<file path="src/rtl/axis_mono_framer.sv">
// Stereo I2S word pairs to mono samples: averages L/R, buffers them in a FIFO and
// frames the output stream with TLAST every FRAME_LEN samples.
module axis_mono_framer #(
  parameter int DATA_WIDTH = 32,
  parameter int FRAME_LEN  = 256,
  parameter int FIFO_DEPTH = 16
) (
  input  logic                  AXIS_ACLK,
  input  logic                  AXIS_ARESETN,
  input  logic [DATA_WIDTH-1:0] S_AXIS_TDATA,
  input  logic                  S_AXIS_TVALID,
  output logic                  S_AXIS_TREADY,
  input  logic                  S_AXIS_TLAST,
  output logic [DATA_WIDTH-1:0] M_AXIS_TDATA,
  output logic                  M_AXIS_TVALID,
  input  logic                  M_AXIS_TREADY,
  output logic                  M_AXIS_TLAST,
  output logic [15:0]           drop_count
);

  localparam int AW = $clog2(FIFO_DEPTH);
  localparam int FW = $clog2(FRAME_LEN);
  localparam logic [FW-1:0] FRAME_LAST = FW'(FRAME_LEN - 1);

  typedef enum logic {WAIT_L, WAIT_R} state_t;

  state_t                state, state_nxt;
  logic                  in_en;
  logic [23:0]           l_reg;
  logic [DATA_WIDTH-1:0] mem [FIFO_DEPTH];
  logic [AW:0]           wr_ptr, rd_ptr;
  logic                  fifo_full, fifo_empty;
  logic [FW-1:0]         frame_cnt;
  logic                  push, l_load, drop_inc, m_hs;
  logic [24:0]           sum;
  logic [DATA_WIDTH-1:0] mono;
  logic                  unused_bits;

  assign fifo_empty = (wr_ptr == rd_ptr);
  assign fifo_full  = (wr_ptr[AW] != rd_ptr[AW]) && (wr_ptr[AW-1:0] == rd_ptr[AW-1:0]);

  // 25-bit signed sum; dropping bit 0 is the arithmetic (floor) halving
  assign sum  = {l_reg[23], l_reg} + {S_AXIS_TDATA[31], S_AXIS_TDATA[31:8]};
  assign mono = {{(DATA_WIDTH-24){sum[24]}}, sum[24:1]};

  assign unused_bits = ^{S_AXIS_TDATA[7:0], sum[0]};

  assign m_hs          = M_AXIS_TVALID && M_AXIS_TREADY;
  assign M_AXIS_TVALID = !fifo_empty;
  assign M_AXIS_TDATA  = fifo_empty ? '0 : mem[rd_ptr[AW-1:0]];
  assign M_AXIS_TLAST  = !fifo_empty && (frame_cnt == FRAME_LAST);

  always_ff @(posedge AXIS_ACLK or negedge AXIS_ARESETN) begin
    if (!AXIS_ARESETN) state <= WAIT_L;
    else               state <= state_nxt;
  end

  always_comb begin
    state_nxt     = state;
    S_AXIS_TREADY = 1'b0;
    push          = 1'b0;
    l_load        = 1'b0;
    drop_inc      = 1'b0;
    case (state)
      WAIT_L: begin
        S_AXIS_TREADY = in_en;
        if (in_en && S_AXIS_TVALID) begin
          if (S_AXIS_TLAST) begin
            drop_inc = 1'b1;
          end else begin
            l_load    = 1'b1;
            state_nxt = WAIT_R;
          end
        end
      end
      WAIT_R: begin
        // full is sampled before any same-cycle pop, so a pop never admits a push
        S_AXIS_TREADY = in_en && !fifo_full;
        if (S_AXIS_TREADY && S_AXIS_TVALID) begin
          if (S_AXIS_TLAST) begin
            push      = 1'b1;
            state_nxt = WAIT_L;
          end else begin
            l_load   = 1'b1;
            drop_inc = 1'b1;
          end
        end
      end
      default: state_nxt = WAIT_L;
    endcase
  end

  always_ff @(posedge AXIS_ACLK or negedge AXIS_ARESETN) begin
    if (!AXIS_ARESETN) begin
      in_en      <= 1'b0;
      l_reg      <= '0;
      drop_count <= '0;
      wr_ptr     <= '0;
      rd_ptr     <= '0;
      frame_cnt  <= '0;
    end else begin
      in_en <= 1'b1;
      if (l_load) l_reg <= S_AXIS_TDATA[31:8];
      if (drop_inc && (drop_count != '1)) drop_count <= drop_count + 16'd1;
      if (push) wr_ptr <= wr_ptr + 1'b1;
      if (m_hs) begin
        rd_ptr    <= rd_ptr + 1'b1;
        frame_cnt <= (frame_cnt == FRAME_LAST) ? '0 : frame_cnt + 1'b1;
      end
    end
  end

  always_ff @(posedge AXIS_ACLK) begin
    if (push) mem[wr_ptr[AW-1:0]] <= mono;
  end

endmodule
</file>
<file path="config.mk">
export PLATFORM = sky130hd
export DESIGN_NAME = axis_mono_framer
export DESIGN_NICKNAME = d
export VERILOG_FILES = /design/src/rtl/axis_mono_framer.sv
export SDC_FILE = /design/constraint.sdc
export NUM_CORES = 1
export LEC_CHECK = 0
export CORE_ASPECT_RATIO = 1.5
export CORE_MARGIN = 2
export CORE_UTILIZATION = 55
export DETAILED_ROUTE_END_ITERATION = 16
export PLACE_DENSITY = 0.78
export SYNTH_ARGS = -nofsm -noshare
export SYNTH_HDL_FRONTEND = slang
export SYNTH_SLANG_ARGS = --single-unit
</file>
<file path="constraint.sdc">
create_clock -name AXIS_ACLK -period 6.1 [get_ports AXIS_ACLK]
set_input_delay 0.915 -clock AXIS_ACLK [delete_from_list [all_inputs] [get_ports AXIS_ACLK]]
set_output_delay 0.915 -clock AXIS_ACLK [all_outputs]
set_load 0.005 [all_outputs]
</file>
==> impl_metrics.py, run 1 <==
metrics = {
    "synth": {
        "yosys.area.top_type": "edfxtp_1",
        "syn_nets": 1107,
        "synthCells": 1039,
        "post_synth_num_cell_types": 62,
        "syn_area_per_cell_um2": 18.1,
        "yosysSeqAreaShare_pct": 69.3,
        "async_reset_ff_share_pct": 13.5,
        "ys_ff_latch": 444,
        "synth_edf_count": 384,
        "ys.flop_type": "edfxtp_1",
        "ys.warnings.count": 0,
        "syn_area_mm2": 0.0188,
        "synth.top_cell.area_share_pct": 61.3,
        "synth_area_leaders": "edfxtp_1 61%, mux4_2 11%, dfrtp_1 8.0%",
    },
    "timing": {
        "hold_viol": 0,
        "fin_ws_ns": 1.48,
        "maxSlewHeadroom_pct": 10.1,
        "fmax_mhz": 216,
        "final_max_slew_viol_count": 0,
        "period_minus_slack_ns": 4.62,
        "finClkSkew_ns": 0.0124,
        "rsz0062_at_grt": "false",
        "setup_viol": 0,
        "fin_tns_setup_ns": 0,
        "finalCritPeriodShare_pct": 75.8,
        "worstMarginPinSlew_ns": 1.34,
    },
    "floorplanning": {
        "io_pins": 88,
        "fp.coreArea_mm2": 0.0340,
        "rows": 83,
        "die-area_mm2": 0.0357,
        "initial_core_util_pct": 55.4,
        "die_height_um": 231,
        "die_w_um": 155,
    },
    "cts": {
        "postCtsHoldBufs": 0,
        "clk_latency_ns": 0.54,
        "postCtsSetupRepairBufs": 0,
        "cts_inserted_buffers": 40,
        "path_clk_slew_ns": 0.06,
        "ctsResizeCount": 0,
        "root_buffer": "clkbuf_16",
        "cts_buffer_depth": 3,
        "clkSinkCount": 444,
        "cts_tree": "yes",
        "htreeDepth": 2,
    },
    "global_route": {
        "grt_pass1_wl_um": 59200,
        "antenna_found_initial": 0,
        "gr-total-overflow": 0,
        "grt_usage_pct": 22.0,
        "grt_pass1_vias": 10516,
        "grt_max_degree": 61,
    },
    "power": {
        "p_per_area_mw_per_mm2": 458,
        "internal_power_w": 0.00688,
        "power.share.switching_pct": 30.0,
        "switchingPower_w": 0.00295,
        "p_leak_nw": 7.25,
        "p_comb_share_pct": 31.3,
        "seqPwrFrac_pct": 42.6,
        "vdd_drop_max_uv": 292,
        "pwr-share-clk_pct": 26.2,
    },
    "hold_path": {
        "hp-start": "frame_cnt[6]",
        "min_path_cells": 1,
        "hold_path.class": "flip-flop to flip-flop",
    },
    "detailed_routing": {
        "first_pass_iters": 5,
        "antenna_left": 0,
        "drc": 0,
        "drt-initial-drc-count": 730,
        "vias": 9873,
        "viasPerCell": 6.21,
        "drt_wl_total_um": 38500,
        "post_drt_wl_per_cell_um": 24.2,
    },
    "place": {
        "pre_cts_ws_ns": 1.68,
        "port_buffers": 79,
        "gp_congestion": 0.828,
        "dpl.hpwl_um": 22200,
    },
    "worst_setup_path": {
        "r2r_cells": 6,
        "crit_family": "flip-flops",
        "cp_max_fo": 52,
        "path_depth": 5,
        "crit_chain": "mux4_2 -> nor2b_1 -> a211oi_1 -> a211oi_1 -> clkdlybuf4s50_1",
        "slowest_delay_ns": 1.00,
        "crit_type": "flip-flop to output pin",
        "crit_buf_inv": 1,
        "endpoint_kind": "output pin",
        "r2r-start": "rd_ptr[2]",
        "crit_slowest_cell": "dfrtp_4",
        "worstSetupStartpointType": "flip-flop",
        "worstPathRequired_ns": 5.18,
        "cp.arrival_ns": 3.71,
        "cpMostUsedCell": "a211oi_1",
        "crit_start": "rd_ptr[2]",
    },
    "final_layout": {
        "fin_nets": 1201,
        "area_growth_pct": 14.1,
        "diodes": 0,
        "largest_register_ffs": 384,
        "drive_above_1_share_pct": 19.7,
    },
    "outcome": {
        "status": "finished clean",
    },
    "flow_run": {
        "cap_violations": 0,
    },
}
[power groups by stage]
stage,logic (W),registers [W],clock network (W)
final,0.00307,0.00418,0.00257
after global routing,0.00333,0.00422,0.00272
after CTS,0.00311,0.00418,0.00261
after detailed placement,0.00309,0.00425,0
after global placement,0.00301,0.00424,0
after floorplan,0.00223,0.00399,0
[final cells by class]
type                       count  area, um^2
clock inverter                24         288
inverter                      10        37.5
sequential                   444       13000
fill                        2297       12500
tap                          425         532
multi-input combinational    527        5480
timing repair buffer         110        1030
clock buffer                  50        1060
[metal layers]
metal	wire length, um	share of wire [%]	global-route usage (%)
met2	20300	53	38.7
met3	2440	6.3	3.29
met5	0	0	0
met1	14500	38	27.7
met4	1220	3.2	8.42
[path summary, 6_finish.rpt]
kind / endpoint / slack [ns]
hold reg to reg: frame_cnt[6] / 0.48
max in group asynchronous: rd_ptr[2] / 4.99
setup reg to reg: mem[5][22] / 2.37
min in group asynchronous: drop_count[14] / 0.53
setup / recovery: M_AXIS_TDATA[24] / 1.48
hold / removal: frame_cnt[6] / 0.48
[cell usage in the layout, fill, tap and decap left out, types with 13 or more instances in the layout]
cell type and instances:
ha_1 30, a21oi_1 20, xnor2_1 27, o21ai_0 13, buf_4 30, nor2_1 23, mux2_1 25, mux2i_1 26
nand3_1 13, xor2_1 14, dfrtp_1 56, mux4_2 96, nand4_1 15, nor2b_1 26, clkdlybuf4s50_1 78, nand2_1 30
a211oi_1 50, edfxtp_1 384, clkbuf_16 41
[cell usage after synthesis (25+ instances only)]
| library cell | instances |
|---|---|
| edfxtp_1 | 384 |
| mux4_2 | 96 |
| dfrtp_1 | 60 |
| a211oi_1 | 50 |
| nor2_1 | 34 |
| ha_1 | 30 |
| nand2_1 | 30 |
| xnor2_1 | 27 |
| clkbuf_1 | 26 |
| mux2i_1 | 26 |
| nor2b_1 | 26 |
| mux2_1 | 25 |
[stage by stage]
step / cell area, um^2 / util, % / total power [W] / hold slack (ns) / instances
2_1_floorplan: 18800 / - / 0.00622 / 0.438 / 1039
3_3_place_gp: 20100 / 59.3 / 0.00724 / 0.453 / 1516
3_5_place_dp: 20100 / 59.3 / 0.00734 / 0.456 / 1516
4_1_cts: 21500 / 63.2 / 0.00990 / 0.470 / 1590
5_1_grt: 21500 / 63.2 / 0.0103 / 0.494 / 1590
6_report: 21500 / 63.2 / 0.00983 / 0.475 / 1590
[cell families (layout without fill, tap and decap cells)]
| kind of cell | Yosys count | count (layout) | synth area share, % |
|---|---|---|---|
| flops | 444 | 444 | 69.3 |
| simple gates | 171 | 171 | 4.89 |
| mux | 152 | 152 | 14.7 |
| compound gates | 127 | 127 | 4.91 |
| buf+inv | 68 | 194 | 1.89 |
| xor+xnor | 45 | 45 | 2.25 |
| fa+ha+maj | 31 | 31 | 2.10 |
| other cells | 1 | 1 | 0.0199 |
Note: power is estimated with default switching activity, not from simulation.
==> run 2: changes to the inputs <==
==> constraint.sdc (replaced) <==
create_clock -name AXIS_ACLK -period 4.7 [get_ports AXIS_ACLK]
set_input_delay 0.705 -clock AXIS_ACLK [delete_from_list [all_inputs] [get_ports AXIS_ACLK]]
set_output_delay 0.705 -clock AXIS_ACLK [all_outputs]
set_load 0.005 [all_outputs]
==> run 2 against run 1 <==
Net effect: clock-buffer cell count is 1 lower; via count is 0.61% higher; core utilization is 0.19 points higher; flip-flop and latch count stayed put; die area stayed put; worst setup slack worse by 0.94 ns; first-iteration DRC count is 4.9% lower; register-to-register slack worse by 1.1 ns; largest cell class unchanged.
==> impl_metrics.py, run 2 (synthesized netlist as in run 1, its figures left out) <==
metrics = {
    "worst_setup_path": {
        "rr_endpoint": "mem[10][19]",
        "endpoint_kind": "output pin",
        "worstSetupStartpointType": "flip-flop",
        "crit_start": "rd_ptr[1]",
        "reg2reg_slack_ns": 1.32,
        "cp_max_fo": 48,
        "cp.arrival_ns": 3.46,
        "crit_type": "flip-flop to output pin",
        "worstPathRequired_ns": 3.99,
        "r2r-start": "l_reg[3]",
        "r2r_cells": 7,
        "crit_end": "M_AXIS_TDATA[28]",
    },
    "timing": {
        "fin_ws_ns": 0.537,
        "maxSlewHeadroom_pct": 7.76,
        "period_minus_slack_ns": 4.16,
        "fmax_mhz": 240,
        "rsz0062_at_grt": "false",
        "final_max_slew_viol_count": 0,
        "finalCritPeriodShare_pct": 88.6,
        "worstMarginPinSlew_ns": 1.37,
        "fin_tns_setup_ns": 0,
        "setup_viol": 0,
        "finClkSkew_ns": 0.0229,
        "hold_viol": 0,
    },
    "detailed_routing": {
        "antenna_left": 0,
        "vias": 9933,
        "post_drt_wl_per_cell_um": 24.1,
        "drt_wl_total_um": 38500,
        "viasPerCell": 6.23,
        "drt-initial-drc-count": 694,
        "first_pass_iters": 7,
        "drc": 0,
    },
    "power": {
        "p_per_area_mw_per_mm2": 592,
        "vdd_drop_max_uv": 357,
        "p_leak_nw": 7.28,
    },
    "final_layout": {
        "final_common_cell": "edfxtp_1",
        "fin_nets": 1210,
        "layout_common_cells": "384 x edfxtp_1, 96 x mux4_2, 78 x clkdlybuf4s50_1, 56 x dfrtp_1, 50 x a211oi_1",
        "diodes": 0,
        "drive_above_1_share_pct": 19.8,
        "largest_register_ffs": 384,
        "area_growth_pct": 14.5,
    },
    "global_route": {
        "antenna_found_initial": 0,
        "gr-total-overflow": 0,
        "grt_max_degree": 55,
        "grt_usage_pct": 22.2,
        "grt_pass1_vias": 10406,
        "grt_pass1_wl_um": 59400,
    },
    "cts": {
        "cts_inserted_buffers": 39,
        "clk_latency_ns": 0.55,
        "postCtsHoldBufs": 0,
        "ctsResizeCount": 0,
        "root_buffer": "clkbuf_16",
        "clkSinkCount": 444,
        "cts_buffer_depth": 3,
        "postCtsSetupRepairBufs": 0,
        "path_clk_slew_ns": 0.07,
        "cts_tree": "yes",
        "htreeDepth": 2,
    },
    "hold_path": {
        "hold_path.class": "input port to asynchronous set/reset pin",
    },
    "outcome": {
        "status": "finished clean",
    },
    "place": {
        "pre_cts_ws_ns": 0.559,
        "port_buffers": 79,
        "dpl.hpwl_um": 22400,
        "gp_congestion": 0.821,
    },
    "floorplanning": {
        "rows": 83,
        "die_height_um": 231,
        "initial_core_util_pct": 55.4,
        "die_w_um": 155,
        "fp.coreArea_mm2": 0.0340,
        "die-area_mm2": 0.0357,
        "io_pins": 88,
    },
    "flow_run": {
        "cap_violations": 0,
    },
}
-- run 2: worst min path at each step --
stage	from	endpoint	slack (ns)	cells past startpoint
6_report	AXIS_ARESETN	frame_cnt[7]	0.06	1
3_5_place_dp	frame_cnt[6]	frame_cnt[6]	0.46	1
2_1_floorplan	AXIS_ARESETN	drop_count[0]	0.41	0
4_1_cts	AXIS_ARESETN	frame_cnt[7]	0.06	1
5_1_grt	AXIS_ARESETN	frame_cnt[1]	0.07	1
3_3_place_gp	frame_cnt[6]	frame_cnt[6]	0.46	1
-- run 2: worst max-delay path: stages (launching register included) --
cell and delay, ns:
dfrtp_4 0.89, xor2_2 0.17, nor4_4 0.46, and2b_1 0.18, buf_4 0.42, a211oi_1 0.09, buf_4 0.22, clkdlybuf4s50_1 0.46
-- run 2: stage by stage --
stage | power, W | hold WS (ns) | instance area [um^2] | utilization [%] | cells
floorplan | 0.00807 | 0.409 | 18800 | - | 1039
global placement | 0.00949 | 0.458 | 20200 | 59.6 | 1526
detailed placement | 0.00959 | 0.462 | 20200 | 59.6 | 1526
CTS | 0.0128 | 0.0567 | 21500 | 63.4 | 1595
global route | 0.0133 | 0.0741 | 21500 | 63.4 | 1595
finish | 0.0127 | 0.0608 | 21500 | 63.4 | 1595
-- run 2: final cells by class --
class / count / area, um^2
inverters: 10 / 37.5
well taps: 425 / 532
clock buffers: 49 / 1030
clock inverters: 20 / 269
flip-flops and latches: 444 / 13000
fillers: 2289 / 12400
repair buffers: 120 / 1140
multi-input cells: 527 / 5480
-- run 2: routing by layer --
| metal | GRT usage, % | wire length, um |
|---|---|---|
| met1 | 28.2 | 14600 |
| met2 | 39.2 | 20200 |
| met3 | 3.34 | 2630 |
| met4 | 7.78 | 1110 |
| met5 | 0 | 0 |
-- run 2: power by group --
group | internal [W] | switching (W) | leakage (nW) | total, W
Sequential | 0.00500 | 0.000356 | 4.19 | 0.00536
Combinational | 0.00205 | 0.00207 | 2.46 | 0.00412
Clock | 0.00190 | 0.00136 | 0.622 | 0.00327
==> run 3: changes to the inputs <==
--- a/config.mk
+++ b/config.mk
@@ -5,11 +5,13 @@
 export SDC_FILE = /design/constraint.sdc
 export NUM_CORES = 1
 export LEC_CHECK = 0
+export ABC_AREA = 1
 export CORE_ASPECT_RATIO = 1.5
 export CORE_MARGIN = 2
-export CORE_UTILIZATION = 55
+export CORE_UTILIZATION = 35
 export DETAILED_ROUTE_END_ITERATION = 16
-export PLACE_DENSITY = 0.78
+export PLACE_DENSITY = 0.55
 export SYNTH_ARGS = -nofsm -noshare
 export SYNTH_HDL_FRONTEND = slang
 export SYNTH_SLANG_ARGS = --single-unit
+export TNS_END_PERCENT = 50
==> run 3 against run 2 <==
Net effect: sequential power is 8.4% higher; worst setup slack worse by 0.063 ns; wire length is 38% higher; clock-buffer cell count is 8 higher; synthesized area is 5.0% higher; flip-flop and latch count stayed put; synthesized cell count is 77% higher; via count is 40% higher; fmax is 1.5% lower; worst hold slack better by 0.14 ns; combinational power is 59% higher; power is 23% higher; critical endpoint is now M_AXIS_TDATA[1]; largest cell class unchanged; highest routed layer unchanged.
==> impl_metrics.py, run 3 <==
metrics = {
    "outcome": {
        "status": "finished clean",
    },
    "worst_setup_path": {
        "cp.arrival_ns": 3.52,
        "worstPathRequired_ns": 3.99,
        "endpoint_kind": "output pin",
        "worstSetupStartpointType": "flip-flop",
        "crit_type": "flip-flop to output pin",
        "cp_max_fo": 59,
    },
    "power": {
        "seqPwrFrac_pct": 37.1,
        "vdd_drop_max_uv": 415,
        "p_per_area_mw_per_mm2": 681,
        "p_leak_nw": 8.40,
        "total_power_w": 0.0157,
        "p_comb_share_pct": 41.7,
        "power.share.switching_pct": 38.8,
        "internal_power_w": 0.00960,
        "pwr-share-clk_pct": 21.2,
        "switchingPower_w": 0.00608,
    },
    "synth": {
        "ys.flop_type": "edfxtp_1",
        "synth_area_leaders": "edfxtp_1 58%, dfrtp_1 7.6%, nand2_1 6.0%",
        "async_reset_ff_share_pct": 13.5,
        "synth_xor_area_share_pct": 1.73,
        "yosysSeqAreaShare_pct": 65.9,
        "syn_nets": 1910,
        "post_synth_num_cell_types": 35,
        "synth_most_common_cell": "edfxtp_1",
        "synthMuxAreaShare_pct": 0,
        "synth.top_cell.area_share_pct": 58.4,
        "yosys.area.top_type": "edfxtp_1",
        "synthCells": 1842,
        "syn_area_mm2": 0.0198,
        "synth_top_family_by_area": "simple AND/OR/NAND/NOR gates",
        "synth_fa_ha_area_share_pct": 2.00,
        "synth-simple-area-share_pct": 15.6,
        "ys.warnings.count": 0,
        "netlist_top_cells_count": "384 x edfxtp_1, 317 x nand2_1, 296 x nor2_1, 212 x o21ai_0, 104 x nand3_1",
        "syn_area_per_cell_um2": 10.7,
        "synth_edf_count": 384,
        "ys_ff_latch": 444,
        "synth-compound-area-share_pct": 10.4,
    },
    "final_layout": {
        "final_core_util_pct": 41.2,
        "drive_above_1_share_pct": 7.99,
        "area_growth_pct": 16.5,
        "largest_register_ffs": 384,
        "final_common_cell": "edfxtp_1",
        "diodes": 0,
        "fin_nets": 2000,
        "fin_cells": 2721,
        "layout_common_cells": "384 x edfxtp_1, 317 x nand2_1, 279 x nor2_1, 212 x o21ai_0, 104 x nand3_1",
    },
    "floorplanning": {
        "rows": 106,
        "die_height_um": 295,
        "fp.coreArea_mm2": 0.0558,
        "io_pins": 88,
        "die-area_mm2": 0.0584,
        "die_w_um": 198,
        "initial_core_util_pct": 35.4,
    },
    "global_route": {
        "grt_pass1_vias": 14028,
        "grt_max_degree": 109,
        "grt_pass1_wl_um": 82900,
        "gr-total-overflow": 0,
        "antenna_found_initial": 0,
        "grt_usage_pct": 18.7,
    },
    "cts": {
        "path_clk_slew_ns": 0.06,
        "clk_latency_ns": 0.56,
        "postCtsSetupRepairBufs": 0,
        "cts_buffer_depth": 3,
        "ctsResizeCount": 0,
        "root_buffer": "clkbuf_16",
        "cts_tree": "yes",
        "clkSinkCount": 444,
        "cts_inserted_buffers": 43,
        "htreeDepth": 2,
        "postCtsHoldBufs": 0,
    },
    "hold_path": {
        "hold_path.class": "input port to asynchronous set/reset pin",
    },
    "place": {
        "gp_congestion": 0.877,
        "dp.cells": 2643,
        "port_buffers": 79,
        "dpl.hpwl_um": 33800,
    },
    "detailed_routing": {
        "first_pass_iters": 5,
        "drt_wl_total_um": 53300,
        "antenna_left": 0,
        "wl_met2_um": 27300,
        "drt-met1-wl_um": 21600,
        "highest_layer": "met4",
        "wl_met3_um": 2640,
        "vias": 13876,
        "viasPerCell": 5.10,
        "drt-initial-drc-count": 868,
        "post_drt_wl_per_cell_um": 19.6,
        "drc": 0,
    },
    "timing": {
        "worstMarginPinSlew_ns": 1.20,
        "finClkSkew_ns": 0.0159,
        "rsz0062_at_grt": "false",
        "fin_tns_setup_ns": 0,
        "hold_viol": 0,
        "maxSlewHeadroom_pct": 19.8,
        "period_minus_slack_ns": 4.23,
        "fmax_mhz": 237,
        "holdWs_ns": 0.198,
        "setup_viol": 0,
        "final_max_slew_viol_count": 0,
        "finalCritPeriodShare_pct": 89.9,
    },
    "flow_run": {
        "cap_violations": 0,
    },
}
## run 3: changes by cell type after synthesis, moves of 46 or more
cell	before	now
nand2_1	30	317
o22ai_1	2	48
inv_1	10	97
o211ai_1	1	48
a211oi_1	50	0
mux4_2	96	0
o21ai_0	13	212
nor2_1	34	296
nand3_1	13	104
## run 3: per-stage QoR
step	setup slack, ns	instance area (um^2)
floorplan	1.94	19800
global placement	1.09	21700
detailed placement	1.10	21700
CTS	0.475	23000
global route	0.308	23000
finish	0.474	23000
## run 3: worst max-delay path: stages (launching register included)
cell and delay (ns):
dfrtp_4 0.73, buf_4 0.61, o21ai_0 0.20, o211ai_1 0.21
nand3_1 0.08, a21oi_1 0.47, clkdlybuf4s50_1 0.61
## run 3: power groups by stage
stage / combinational [W] / clock [W] / sequential [W]
6_report: 0.00654 / 0.00333 / 0.00581
3_5_place_dp: 0.00661 / 0 / 0.00589
3_3_place_gp: 0.00652 / 0 / 0.00588
2_1_floorplan: 0.00382 / 0 / 0.00575
4_1_cts: 0.00664 / 0.00341 / 0.00581
5_1_grt: 0.00727 / 0.00355 / 0.00585
## run 3: kinds of logic after synthesis
| group | count (synthesis) |
|---|---|
| other cells | 1 |
| compound gates | 373 |
| simple gates | 756 |
| flops | 444 |
| fa+ha+maj | 31 |
| buf+inv | 198 |
| xor+xnor | 39 |
## run 3: per-layer routing
metal,vias up,GRT usage [%]
li1,6605,-
met2,370,33.7
met3,89,2.56
met5,-,0
met4,0,6.79
met1,6812,22.8
## run 3: worst paths after layout
check / startpoint / end / slack (ns) / depth (start not counted)
setup / recovery: rd_ptr[1] / M_AXIS_TDATA[1] / 0.47 / 6
hold / removal: AXIS_ARESETN / frame_cnt[0] / 0.20 / 1
setup reg to reg: rd_ptr[0] / mem[14][2] / 1.28 / 10
hold reg to reg: l_reg[14] / l_reg[14] / 0.51 / 2
max in group asynchronous: AXIS_ARESETN / l_reg[2] / 3.57 / 2
min in group AXIS_ACLK: l_reg[14] / l_reg[14] / 0.51 / 2
## run 3: layout make-up
type                       instances  area, um^2
tap                              756         946
sequential                       444       13000
fill                            5327       32800
inverter                         102         385
multi-input combinational       1200        5950
clock buffer                      57        1160
timing repair buffer             141        1380
clock inverter                    21         173
